--- config.mk ---
export PLATFORM = sky130hd
export DESIGN_NAME = fetch_unit_flat
export DESIGN_NICKNAME = d
export VERILOG_FILES = /design/src/rtl/fetch_unit_if.sv /design/src/rtl/fetch_unit.sv /design/src/flat_wrapper.sv
export SDC_FILE = /design/constraint.sdc
export NUM_CORES = 1
export LEC_CHECK = 0
export ABC_CLOCK_PERIOD_IN_PS = 2700
export CAP_MARGIN = 20
export CORE_MARGIN = 2
export CORE_UTILIZATION = 44
export DETAILED_ROUTE_END_ITERATION = 16
export HOLD_SLACK_MARGIN = 0.1
export PLACE_DENSITY = 0.9
export SLEW_MARGIN = 20
export SYNTH_ARGS = -nofsm -noshare
export SYNTH_HDL_FRONTEND = slang
export SYNTH_SLANG_ARGS = --single-unit
--- constraint.sdc ---
create_clock -name clk -period 2.7 [get_ports clk]
set_clock_uncertainty 0.15 [all_clocks]
set_input_delay 0.27 -clock clk [delete_from_list [all_inputs] [get_ports clk]]
set_output_delay 0.27 -clock clk [all_outputs]
set_load 0.005 [all_outputs]
--- src/rtl/fetch_unit_if.sv ---
`default_nettype none
// ============================================================================
//  Module   : fetch_unit_if
//  Brief    : Controller <-> fetch unit bundle (PC/IR controls, memory bus)
//  Revision : 1.0
// ============================================================================
interface fetch_unit_if #(
    parameter int DATA_W = 8,
    parameter int ADDR_W = 12
);
    logic              pcWrite;
    logic              pcLoad;
    logic [ADDR_W-1:0] pcLoadValue;
    logic              memAddressSel;
    logic              IRwritePart1;
    logic              IRwritePart2;
    logic [DATA_W-1:0] memData;
    logic [ADDR_W-1:0] memAddress;
    logic [3:0]        upcode;
    logic [ADDR_W-1:0] operandAddr;
    logic [ADDR_W-1:0] pc;
    logic              irValid;
    logic              operandValid;
    logic              seqError;

    modport master (
        output pcWrite, pcLoad, pcLoadValue, memAddressSel,
               IRwritePart1, IRwritePart2, memData,
        input  memAddress, upcode, operandAddr, pc,
               irValid, operandValid, seqError
    );

    modport slave (
        input  pcWrite, pcLoad, pcLoadValue, memAddressSel,
               IRwritePart1, IRwritePart2, memData,
        output memAddress, upcode, operandAddr, pc,
               irValid, operandValid, seqError
    );
endinterface
`default_nettype wire

--- src/rtl/fetch_unit.sv ---
`default_nettype none
// ============================================================================
//  Module   : fetch_unit
//  Brief    : Program counter, two-byte instruction register, address mux
//  Revision : 1.0
// ============================================================================
module fetch_unit #(
    parameter int                   DATA_W   = 8,
    parameter int                   ADDR_W   = 12,
    parameter logic [ADDR_W-1:0]    RESET_PC = '0
) (
    input  wire logic   clk,
    input  wire logic   rst,
    fetch_unit_if.slave bus
);
    typedef enum logic [1:0] {
        IDLE      = 2'd0,
        HAVE_OP   = 2'd1,
        HAVE_ADDR = 2'd2
    } phase_t;

    phase_t            phase_q;
    logic [ADDR_W-1:0] pc_q, pc_d;
    logic [DATA_W-1:0] ir1_q;
    logic [DATA_W-1:0] ir2_q;
    logic              irValid_q;
    logic              operandValid_q;
    logic              seqError_q;
    logic [ADDR_W-1:0] operandAddr_w;

    always_comb begin
        pc_d = pc_q;
        if (bus.pcLoad)
            pc_d = bus.pcLoadValue;
        else if (bus.pcWrite)
            pc_d = pc_q + 1'b1;
    end

    always_ff @(posedge clk) begin
        if (rst) begin
            pc_q           <= RESET_PC;
            ir1_q          <= '0;
            ir2_q          <= '0;
            phase_q        <= IDLE;
            irValid_q      <= 1'b0;
            operandValid_q <= 1'b0;
            seqError_q     <= 1'b0;
        end else begin
            pc_q <= pc_d;
            // Simultaneous strobes are illegal: flag and leave both IR bytes alone.
            case ({bus.IRwritePart1, bus.IRwritePart2})
                2'b11: seqError_q <= 1'b1;
                2'b10: begin
                    ir1_q          <= bus.memData;
                    phase_q        <= HAVE_OP;
                    irValid_q      <= 1'b1;
                    operandValid_q <= 1'b0;
                end
                2'b01: begin
                    if (phase_q == HAVE_OP) begin
                        ir2_q          <= bus.memData;
                        phase_q        <= HAVE_ADDR;
                        operandValid_q <= 1'b1;
                    end else begin
                        seqError_q <= 1'b1;
                    end
                end
                default: ;
            endcase
        end
    end

    assign operandAddr_w    = {ir1_q[3:0], ir2_q};
    assign bus.operandAddr  = operandAddr_w;
    assign bus.upcode       = ir1_q[7:4];
    assign bus.pc           = pc_q;
    assign bus.memAddress   = bus.memAddressSel ? operandAddr_w : pc_q;
    assign bus.irValid      = irValid_q;
    assign bus.operandValid = operandValid_q;
    assign bus.seqError     = seqError_q;
endmodule
`default_nettype wire

--- src/flat_wrapper.sv ---
// flat-port wrapper written by rule: the top's interface ports become plain ports
module fetch_unit_flat 
#(
    parameter int                   DATA_W   = 8,
    parameter int                   ADDR_W   = 12,
    parameter logic [ADDR_W-1:0]    RESET_PC = '0
)
  (clk, rst, bus_pcWrite, bus_pcLoad, bus_pcLoadValue, bus_memAddressSel, bus_IRwritePart1, bus_IRwritePart2, bus_memData, bus_memAddress, bus_upcode, bus_operandAddr, bus_pc, bus_irValid, bus_operandValid, bus_seqError);
  fetch_unit_if #(.DATA_W(DATA_W), .ADDR_W(ADDR_W)) bus_i ();
  input  wire logic clk;
  input  wire logic rst;
  input wire logic [$bits(bus_i.pcWrite)-1:0] bus_pcWrite;
  input wire logic [$bits(bus_i.pcLoad)-1:0] bus_pcLoad;
  input wire logic [$bits(bus_i.pcLoadValue)-1:0] bus_pcLoadValue;
  input wire logic [$bits(bus_i.memAddressSel)-1:0] bus_memAddressSel;
  input wire logic [$bits(bus_i.IRwritePart1)-1:0] bus_IRwritePart1;
  input wire logic [$bits(bus_i.IRwritePart2)-1:0] bus_IRwritePart2;
  input wire logic [$bits(bus_i.memData)-1:0] bus_memData;
  output wire logic [$bits(bus_i.memAddress)-1:0] bus_memAddress;
  output wire logic [$bits(bus_i.upcode)-1:0] bus_upcode;
  output wire logic [$bits(bus_i.operandAddr)-1:0] bus_operandAddr;
  output wire logic [$bits(bus_i.pc)-1:0] bus_pc;
  output wire logic [$bits(bus_i.irValid)-1:0] bus_irValid;
  output wire logic [$bits(bus_i.operandValid)-1:0] bus_operandValid;
  output wire logic [$bits(bus_i.seqError)-1:0] bus_seqError;
  assign bus_i.pcWrite = bus_pcWrite;
  assign bus_i.pcLoad = bus_pcLoad;
  assign bus_i.pcLoadValue = bus_pcLoadValue;
  assign bus_i.memAddressSel = bus_memAddressSel;
  assign bus_i.IRwritePart1 = bus_IRwritePart1;
  assign bus_i.IRwritePart2 = bus_IRwritePart2;
  assign bus_i.memData = bus_memData;
  assign bus_memAddress = bus_i.memAddress;
  assign bus_upcode = bus_i.upcode;
  assign bus_operandAddr = bus_i.operandAddr;
  assign bus_pc = bus_i.pc;
  assign bus_irValid = bus_i.irValid;
  assign bus_operandValid = bus_i.operandValid;
  assign bus_seqError = bus_i.seqError;
  fetch_unit #(.DATA_W(DATA_W), .ADDR_W(ADDR_W), .RESET_PC(RESET_PC)) u_core (.clk(clk), .rst(rst), .bus(bus_i));
endmodule
After elaboration in Yosys (flattened, before gate mapping)

Cells that the tools add are included.

Logic and storage cells: 29
Register bits after elaboration: 33
Output and inout bits: 43

Add/subtract/negate cells: 1
Multiplexer cells: 9
Eq/ne operators: 6
Reduce and logical (&&, ||, !) cells: 6

Operators with widths:

| operator                                              | count |
|---|---|
| 2-to-1 mux 12 bit                                     | 3 |
| adder 12 x 1 -> 12 bit, second input constant         | 1 |
| AND reduction 2 bit                                   | 3 |
| nonzero test 2 bit                                    | 3 |
| == test 2 x 1 -> 1 bit, second input constant         | 2 |
| == test 2 bit, second input constant                  | 2 |
| one-hot mux 1 bit (2 select lines)                    | 2 |
| one-hot mux 2 bit (2 select lines)                    | 1 |
| 2-to-1 mux 1 bit                                      | 2 |
| 2-to-1 mux 2 bit                                      | 1 |
| inequality test 2 x 1 -> 1 bit, second input constant | 1 |
| inequality test 2 bit, second input constant          | 1 |

Logic depth before layout (Yosys ltp)

Gate-level depths: netlist of run 1.

Depth in word-level cells: 3
Depth in mapped cells: 4

Worst setup path before layout of run 1

No wires, ideal clock.

Path kind: register to register
Start: reg u_core.pc_q[0] (netlist: u_core.bus.pc[0])
End: reg u_core.pc_q[10] (netlist: u_core.bus.pc[10])
Required time: 2.462 ns
Stages on the path, launching flop included: 5
Buffers on the path: 0
Data arrival time: 1.389 ns
Clock period less this slack: 1.627 ns
Slack: 1.073 ns
Cell sequence: dfxtp_1 -> ha_1 -> nand3_1 -> or4_1 -> a311oi_2

Cells in the longest elaborated chain, start to end: 3

Ends and longest elaborated chain:

| what                   | line             | source |
|---|---|---|
| from (decl)            | fetch_unit.sv:23 | `logic [ADDR_W-1:0] pc_q, pc_d;` |
| from (signal assigned) | fetch_unit.sv:49 | `pc_q <= pc_d;` |
| adder 12 x 1 -> 12 bit | fetch_unit.sv:36 | `pc_d = pc_q + 1'b1;` |
| 2-to-1 mux 12 bit      | fetch_unit.sv:35 | `else if (bus.pcWrite)` |
| 2-to-1 mux 12 bit      | fetch_unit.sv:33 | `if (bus.pcLoad)` |

No other way between the ends. The select of a mux whose other input is x is not followed.
A chain may end at the register's enable or synchronous reset.

Worst setup path after layout of run 1

Start: in bus_memAddressSel
End: out bus_memAddress[3]

Cells in the longest elaborated chain, start to end: 1

Ends and longest elaborated chain:

| what              | line               | source |
|---|---|---|
| from (decl)       | flat_wrapper.sv:15 | `input wire logic [$bits(bus_i.memAddressSel)-1:0] bus_memAddressSel;` |
| 2-to-1 mux 12 bit | fetch_unit.sv:77   | `assign bus.memAddress = bus.memAddressSel ? operandAddr_w : pc_q;` |
| to (decl)         | flat_wrapper.sv:19 | `output wire logic [$bits(bus_i.memAddress)-1:0] bus_memAddress;` |

No other way between the ends.

==> flow_summary.ini, run 1 <==
[placement]
dp_cells = 277
dp_hpwl_mm = 2.98
gp_congestion = 0.811
portBuffers = 69

[detailed_routing]
detail-route-antenna-nets = 0
routed-via-count = 1478
wl_per_cell_um = 13.9
wl_mm = 3.97
vias_per_cell = 5.19
dr.pass1.iters = 4
drtIter0Drc = 85
drc = 0

[yosys]
ys_seq_area_share_pct = 42.5
synth_top_family_by_area = simple AND/OR/NAND/NOR gates
postSynthCellCount = 170
synth_compound_area_share_pct = 13.5
synthAdderAreaFrac_pct = 0.831
postSynthAreaPerCell_sq_um = 8.86
synth_fp_nets = 198
ys_ff_latch = 32
synth_area_sq_um = 1510
synth-xor-area-share_pct = 2.33
synth_top_area_cell = dfxtp_1
synthSimpleGateAreaFrac_pct = 22.4
synth_top_cell_area_share_pct = 42.5
yosysWarnings = 0
synthMuxAreaShare_pct = 15.0
synth.area.top_cells = dfxtp_1 43%, mux2_2 9.7%, nand2_1 6.0%
synth.distinct_cells = 32

[layout]
drive_gt1_share_pct = 12.6
final_common_cell = clkdlybuf4s50_1
stdcell_count = 285
multiInputGateArea_sq_um = 821
finalNetCount = 266
area_growth_syn_to_layout_pct = 55.0
seqCellArea_sq_um = 641
antenna_cells = 0
n_fill_cell = 270
final_cell_mix = 69 x clkdlybuf4s50_1, 32 x dfxtp_1, 24 x nand2_1

[critical_path]
critical_path_class = in -> out
worstPathArrival_ps = 1980
critPathLaunchType = input pin
crit_end = bus_memAddress[3]
r2r-end = u_core.bus.pc[8]
rr_worst_depth = 4
startpoint = bus_memAddressSel
crit_fanout = 13
crit_path_end_kind = output port
reg2reg_setup_slack_ps = 830
reg2reg_from = u_core.bus.pc[0]
worst_ep_required_time_ps = 2280

[clock_tree]
cts_buffer_depth = 2
cts_setup_buffers = 0
clk_pin_slew_worst_paths_ps = 100
cts_root_buffer = clkbuf_4
insertion_delay_ps = 320
cts_inserted_buffers = 5
cts_sinks = 32
htreeDepth = 2
cts_resized = 0
cts_tree = yes
postCtsHoldBufs = 0

[power]
max-vdd-ir-drop_v = 0.000303
powerDensity_nw_per_um2 = 486
power_leakage_nw = 0.834

[floorplanning]
floorplan.initialDensity_pct = 45.5
fp.dieW_um = 62.5
rows = 21
die_h_um = 62.5
io_pins = 70
core_sq_um = 3310
dieArea_sq_um = 3910

[sta]
fin_crit_sh_pct = 88.8
relSlewSlack_pct = 54.0
final-max-slew-violation-count = 0
hold_viol = 0
setup_viol = 0
fmax_mhz = 417
worstMarginPinSlew_ps = 688
rsz0062_at_grt = false
min_period_ps = 2400
setup_tns_ps = 0

[run]
cap_violations = 0

[grt]
antenna_found_initial = 0
grt_use_total_pct = 20.2
grt_max_degree = 21
grt-ovfl-total = 0
grt_pass1_vias = 1463
grt_pass1_wl_mm = 6.47

[status]
status = complete, no violations

[hold_path]
min_path_type = reg -> reg
-- synth_stat cells --
cell type	number
o31ai_1	3
nand4_4	1
buf_2	2
nor3_1	3
or3_1	2
nand2_1	24
buf_1	1
a21oi_1	12
mux2_2	13
a31oi_1	1
xor2_1	4
ha_1	1
nor4bb_1	1
o21bai_1	1
a311oi_1	3
and4b_1	1
dfxtp_1	32
nor2b_1	2
mux2i_1	8
a311oi_2	2
nor4_1	1
nand2b_1	1
o21ai_0	4
clkbuf_1	8
nand4_1	2
or3b_2	1
a211oi_1	4
or4_1	3
or3_2	1
nand3_1	4
inv_1	2
nor2_1	22
-- state kept, by name, indices dropped and copies added, names as in the netlist --
signal / flops
u_core.bus.pc: 12
u_core.bus.irValid: 1
u_core.phase_q: 1
u_core.bus.seqError: 1
u_core.ir2_q: 8
u_core.bus.operandValid: 1
u_core.ir1_q: 8
-- power breakdown --
part	internal (W)	switching [W]	total, W	leakage, nW
clock	0.000246	0.000164	0.000410	0.0515
combinational	0.000126	0.0000718	0.000198	0.520
sequential	0.000496	0.0000311	0.000527	0.263
-- logic make-up (layout without fill, tap and decap cells) --
logic type      after synthesis  after routing
buf+inv                      13             82
simple gates                 69             69
fa+ha+maj                     1              1
compound gates               30             30
mux                          21             21
flops                        32             32
xor+xnor                      4              4
-- routing by layer --
layer / vias up / track usage (%) / wire length, um
met2: 53 / 35.1 / 1900
met5: - / 0 / 0
met4: 0 / 5.56 / 31
met3: 8 / 5.59 / 264
met1: 675 / 24.5 / 1770
li1: 742 / - / -
-- worst min-delay path by stage --
| stage | slack [ps] | startpoint | endpoint | depth (start not counted) |
|---|---|---|---|---|
| after floorplan | 260 | bus_memData[4] | u_core.ir1_q[4] | 2 |
| after global placement | 290 | u_core.ir1_q[5] | u_core.ir1_q[5] | 2 |
| after detailed placement | 300 | u_core.ir1_q[6] | u_core.ir1_q[6] | 2 |
| after CTS | 320 | u_core.ir1_q[6] | u_core.ir1_q[6] | 2 |
| after global routing | 350 | bus_pcLoadValue[0] | u_core.bus.pc[0] | 3 |
| final | 320 | u_core.ir1_q[6] | u_core.ir1_q[6] | 2 |
-- per-stage QoR --
| stage | cell area (sq um) | util [%] | total power, W | hold slack (ps) | setup slack [ps] |
|---|---|---|---|---|---|
| 6_report | 2330 | 70.5 | 0.00114 | 315 | 302 |
| 5_1_grt | 2330 | 70.5 | 0.00118 | 346 | 216 |
| 4_1_cts | 2330 | 70.5 | 0.00114 | 320 | 280 |
| 3_5_place_dp | 2240 | 67.6 | 0.000736 | 305 | 287 |
| 3_3_place_gp | 2240 | 67.6 | 0.000732 | 292 | 328 |
| 2_1_floorplan | 1510 | - | 0.000609 | 256 | 1070 |
-- worst max-delay path, stage by stage --
cell             delay (ps)
clkdlybuf4s50_1         840
mux2_2                  410
clkdlybuf4s50_1         460
-- cell type report --
cell class / count / share of cell area, %
clock buffers: 7 / 2.79
clock inverters: 1 / 1.29
inverters: 2 / 0.322
multi-input cells: 125 / 35.2
flip-flops and latches: 32 / 27.4
well taps: 46 / 2.47
repair buffers: 72 / 30.5
No activity file was read; power rests on OpenSTA's default activity.
==> run 2, diff against run 1 <==
CORE_UTILIZATION = 35   (was 44)
PLACE_DENSITY = 0.75   (was 0.9)
==> flow_summary.ini, run 2 (synthesis results as in run 1) <==
[critical_path]
critPathLaunchType = input pin
slowest_delay_ps = 460
worst_ep_required_time_ps = 2280
reg2reg_from = u_core.bus.pc[0]
cp_top_family = buffers and inverters
critical_path_class = in -> out
cp_cell_sequence = clkdlybuf4s50_1 > buf_4 > mux2_2 > clkdlybuf4s50_1
crit_path_end_kind = output port
r2r-end = u_core.bus.pc[10]
crit_fanout = 13
worstPathArrival_ps = 1740
rr_worst_depth = 4
cp_slowest_cell = clkdlybuf4s50_1
crit_top_cell = clkdlybuf4s50_1
critical_path_buf_inv_count = 3
reg2reg_setup_slack_ps = 890

[sta]
final-max-slew-violation-count = 0
fin_crit_sh_pct = 79.9
setup_tns_ps = 0
setup_viol = 0
whs_ps = 308
relSlewSlack_pct = 51.1
hold_viol = 0
min_period_ps = 2160
worstMarginPinSlew_ps = 731
rsz0062_at_grt = false
fmax_mhz = 464

[layout]
final_cell_mix = 69 x clkdlybuf4s50_1, 32 x dfxtp_1, 24 x nand2_1
area_growth_syn_to_layout_pct = 56.9
finalNetCount = 267
antenna_cells = 0
n_fill_cell = 357
drive_gt1_share_pct = 12.9
final_common_cell = clkdlybuf4s50_1
utilization_pct = 58.2
largest_reg_flops = 12

[placement]
gp_congestion = 0.817
portBuffers = 69
dp_hpwl_mm = 3.06

[status]
status = complete, no violations

[clock_tree]
cts_tree = yes
cts_root_buffer = clkbuf_8
postCtsHoldBufs = 0
cts_setup_buffers = 0
insertion_delay_ps = 290
clk_pin_slew_worst_paths_ps = 60
cts_inserted_buffers = 5
cts_buffer_depth = 2
htreeDepth = 2
cts_resized = 0
cts_sinks = 32

[power]
power_leakage_nw = 0.842
powerDensity_nw_per_um2 = 499
max-vdd-ir-drop_v = 0.000227

[grt]
grt_pass1_vias = 1368
antenna_found_initial = 0
grt_pass1_wl_mm = 6.76
grt_use_total_pct = 17.6
grt_max_degree = 21
grt-ovfl-total = 0

[detailed_routing]
drtIter0Drc = 75
wl_mm = 4.08
vias_per_cell = 5.08
detail-route-antenna-nets = 0
dr.pass1.iters = 4
wl_per_cell_um = 14.1
routed-via-count = 1473
drc = 0

[floorplanning]
fp.dieW_um = 69.6
dieArea_sq_um = 4840
io_pins = 70
rows = 23
floorplan.initialDensity_pct = 37.1
die_h_um = 69.6
core_sq_um = 4060

[hold_path]
holdPathStages = 2
min_path_type = reg -> reg
min_from = u_core.ir1_q[5]
whs_endpoint = u_core.ir1_q[5]

[run]
cap_violations = 0
run 2: report_power, final:
| group | switching (W) | internal, W |
|---|---|---|
| sequential | 0.0000311 | 0.000496 |
| clock | 0.000181 | 0.000273 |
| combinational | 0.0000715 | 0.000127 |
| total | 0.000284 | 0.000896 |
run 2: worst register-to-register path, delay by kind of cell, from the launching register on:
kind            cells  cell delay (ps)
flops               1              440
simple gates        2              670
fa+ha+maj           1              220
compound gates      1              250
run 2: worst max-delay path by stage:
stage,startpoint,end,depth (start not counted)
2_1_floorplan,u_core.bus.pc[0],u_core.bus.pc[10],4
3_3_place_gp,bus_memAddressSel,bus_memAddress[9],4
3_5_place_dp,bus_memAddressSel,bus_memAddress[0],4
4_1_cts,bus_memAddressSel,bus_memAddress[0],4
5_1_grt,bus_memAddressSel,bus_memAddress[9],4
6_report,bus_memAddressSel,bus_memAddress[9],4
run 2: per-layer routing:
metal  global-route usage (%)  share of wire (%)
met1                     21.9                 45
met4                     5.23                1.1
met2                     27.5                 45
met3                     7.56                9.1
met5                        0                  0
run 2: stage by stage:
step	instances	setup WS [ps]	power [W]	area [sq um]
2_1_floorplan	170	1070	0.000609	1510
3_3_place_gp	282	536	0.000736	2250
3_5_place_dp	282	536	0.000737	2250
4_1_cts	290	529	0.00119	2360
5_1_grt	290	477	0.00123	2360
6_report	290	543	0.00118	2360
run 2: final cells by class:
cell class              instances  area, sq um  area share (%)
inverters                       2         7.51           0.318
repair buffers                 73          721            30.5
well taps                      50         62.6            2.65
clock buffers                   5         68.8            2.91
multi-input cells             125          821            34.7
clock inverters                 3         42.5            1.80
flip-flops and latches         32          641            27.1
==> patch: new RTL, flow settings as in run 1 <==
Re-encode `phase_t` (3 values) as one-hot, 3 bits wide.
--- a/src/rtl/fetch_unit.sv
+++ b/src/rtl/fetch_unit.sv
@@ -14,8 +14,8 @@
     fetch_unit_if.slave bus
 );
-    typedef enum logic [1:0] {
-        IDLE      = 2'd0,
-        HAVE_OP   = 2'd1,
-        HAVE_ADDR = 2'd2
+    typedef enum logic [2:0] {
+        IDLE      = 3'b001,
+        HAVE_OP   = 3'b010,
+        HAVE_ADDR = 3'b100
     } phase_t;
 
Formal check against the unedited RTL: no difference found for any inputs over 10 cycles, from zero or initial values and one cycle with rst high; not proved beyond that.
==> patch against run 1 <==
Area after synthesis rose by 3.1%; setup slack improved by 0.024 ns; cell area rose by 1.4%; sequential cell count rose by 1; first-iteration DRC count rose by 3.5%; cell count rose by 6.0%; total power fell by 4.1%; routed wire length rose by 9.8%.
==> patch: results (changes against run 1) <==
stage	metric	value	unit	change
final_layout	Layout fillers	292		+8.1%
critical_path	Reg2Reg Depth	5		+1
worst_hold_path	min-delay src	u_core.ir1_q[7]		
critical_path	CP max stage cell	clkdlybuf4s50_1		
critical_path	crit-path max cell delay	0.82	ns	-0.02 ns
placement	placed instance count	295		+6.5%
drt	via/cell ratio	5.341		+3.0%
timing	Fin Hold WS	0.3158	ns	+0.0003760 ns
power	power share of the combinational group	0.175		
critical_path	CP Launch Point	bus_memAddressSel		
synth	top cells by area, synth	dfxtp_1, a21oi_1, mux2_2, nand2_1, nand3_1		
power	VDD IR max	0.0003856	V	+27%
final_layout	Nets	284		+6.8%
drt	Iter 0 DRT Violations	88		+3.5%
synth	library cells used by synthesis	30		-6.3%
synth	Commonest cells post-synth	dfxtp_1, nand2_1, a21oi_1		
critical_path	Worst R2R Setup Slack	0.87	ns	+0.04 ns
critical_path	reg-to-reg startpoint	u_core.bus.pc[0]		
synth	asr flop ratio synth	0		unchanged
critical_path	reg-to-reg endpoint	u_core.bus.pc[6]		
worst_hold_path	WHS Endpoint	u_core.ir1_q[7]		
placement	routability cong.	0.8157		+0.62%
critical_path	Arr. time, crit path	1.95	ns	-0.03 ns
drt	final WL	4355	um	+9.8%
global_routing	total global-route track usage	0.2270		+0.02467
synth	Ys Warns	0		unchanged
power	sequential power share	0.495		+0.031
global_routing	global-route wire length before repair	7176	um	+11%
placement	post-DP HPWL	3102	um	+4.0%
global_routing	GR Overflow Total	0		unchanged
clock_network	CTS Buf Count	5		unchanged
global_routing	vias in the first global route	1455		-0.55%
power	Seq. pwr	0.000539	W	+2%
power	cell internal pwr	0.0008170	W	-5.9%
status	status	finished clean		
final_layout	share of cells above drive strength 1	0.1055		-0.02005
clock_network	CTS clock-pin slew for the worst setup and hold paths	0.10	ns	about the same
global_routing	largest net degree at the start of global routing	34		+62%
drt	routed wire length per instance	14.42	um	+3.7%
worst_hold_path	worst hold path cell count	2		unchanged
placement	Placed Area	2296	um2	+2.5%
clock_network	CTS H-tree depth	2		unchanged
synth	Syn Nets	215		+8.6%
placement	dpl ws	0.3210	ns	+0.03359 ns
global_routing	initial antenna violation count	0		unchanged
critical_path	Worst Path Max Fanout	13		unchanged
clock_network	Clock Latency Late Sink	0.34	ns	+0.02 ns
synth	syn avg cell area	8.303	um2	-6.3%
drt	DRT Pass-1 Iters	4		unchanged
timing	relative slew slack	0.6323		+0.09218
power	Leak	0.8713	nW	+4.5%
synth	sequential element share of the synthesized area	0.4255		about the same
final_layout	FF+latch area	660.6	um2	+3.1%
timing	final worst setup slack	0.3256	ns	+0.02411 ns
patch: layer usage:
| metal | wire, um | up-vias | track usage |
|---|---|---|---|
| met4 | 25 | 0 | 0.07065 |
| li1 | - | 777 | - |
| met3 | 318 | 4 | 0.08214 |
| met2 | 2096 | 71 | 0.3566 |
| met1 | 1916 | 761 | 0.2902 |
| met5 | 0 | - | 0 |
patch: layout make-up:
cell class | count | area share
Sequential cell | 33 | 0.2789
Multi-Input combinational cell | 136 | 0.3492
Timing Repair Buffer | 74 | 0.3074
Tap cell | 46 | 0.02430
Clock inverter | 2 | 0.01479
Inverter | 6 | 0.009509
Clock buffer | 5 | 0.01585
patch: critical path, delay by kind of cell:
family | cells | cell delay, ns
mux | 1 | 0.41
buf+inv | 2 | 1.28
patch: cell families after synthesis:
kind of cell / synth area share
mux: 0.09912
simple gates: 0.2240
fa+ha+maj: 0.008057
compound gates: 0.1410
flops: 0.4255
buf+inv: 0.04593
xor+xnor: 0.05640
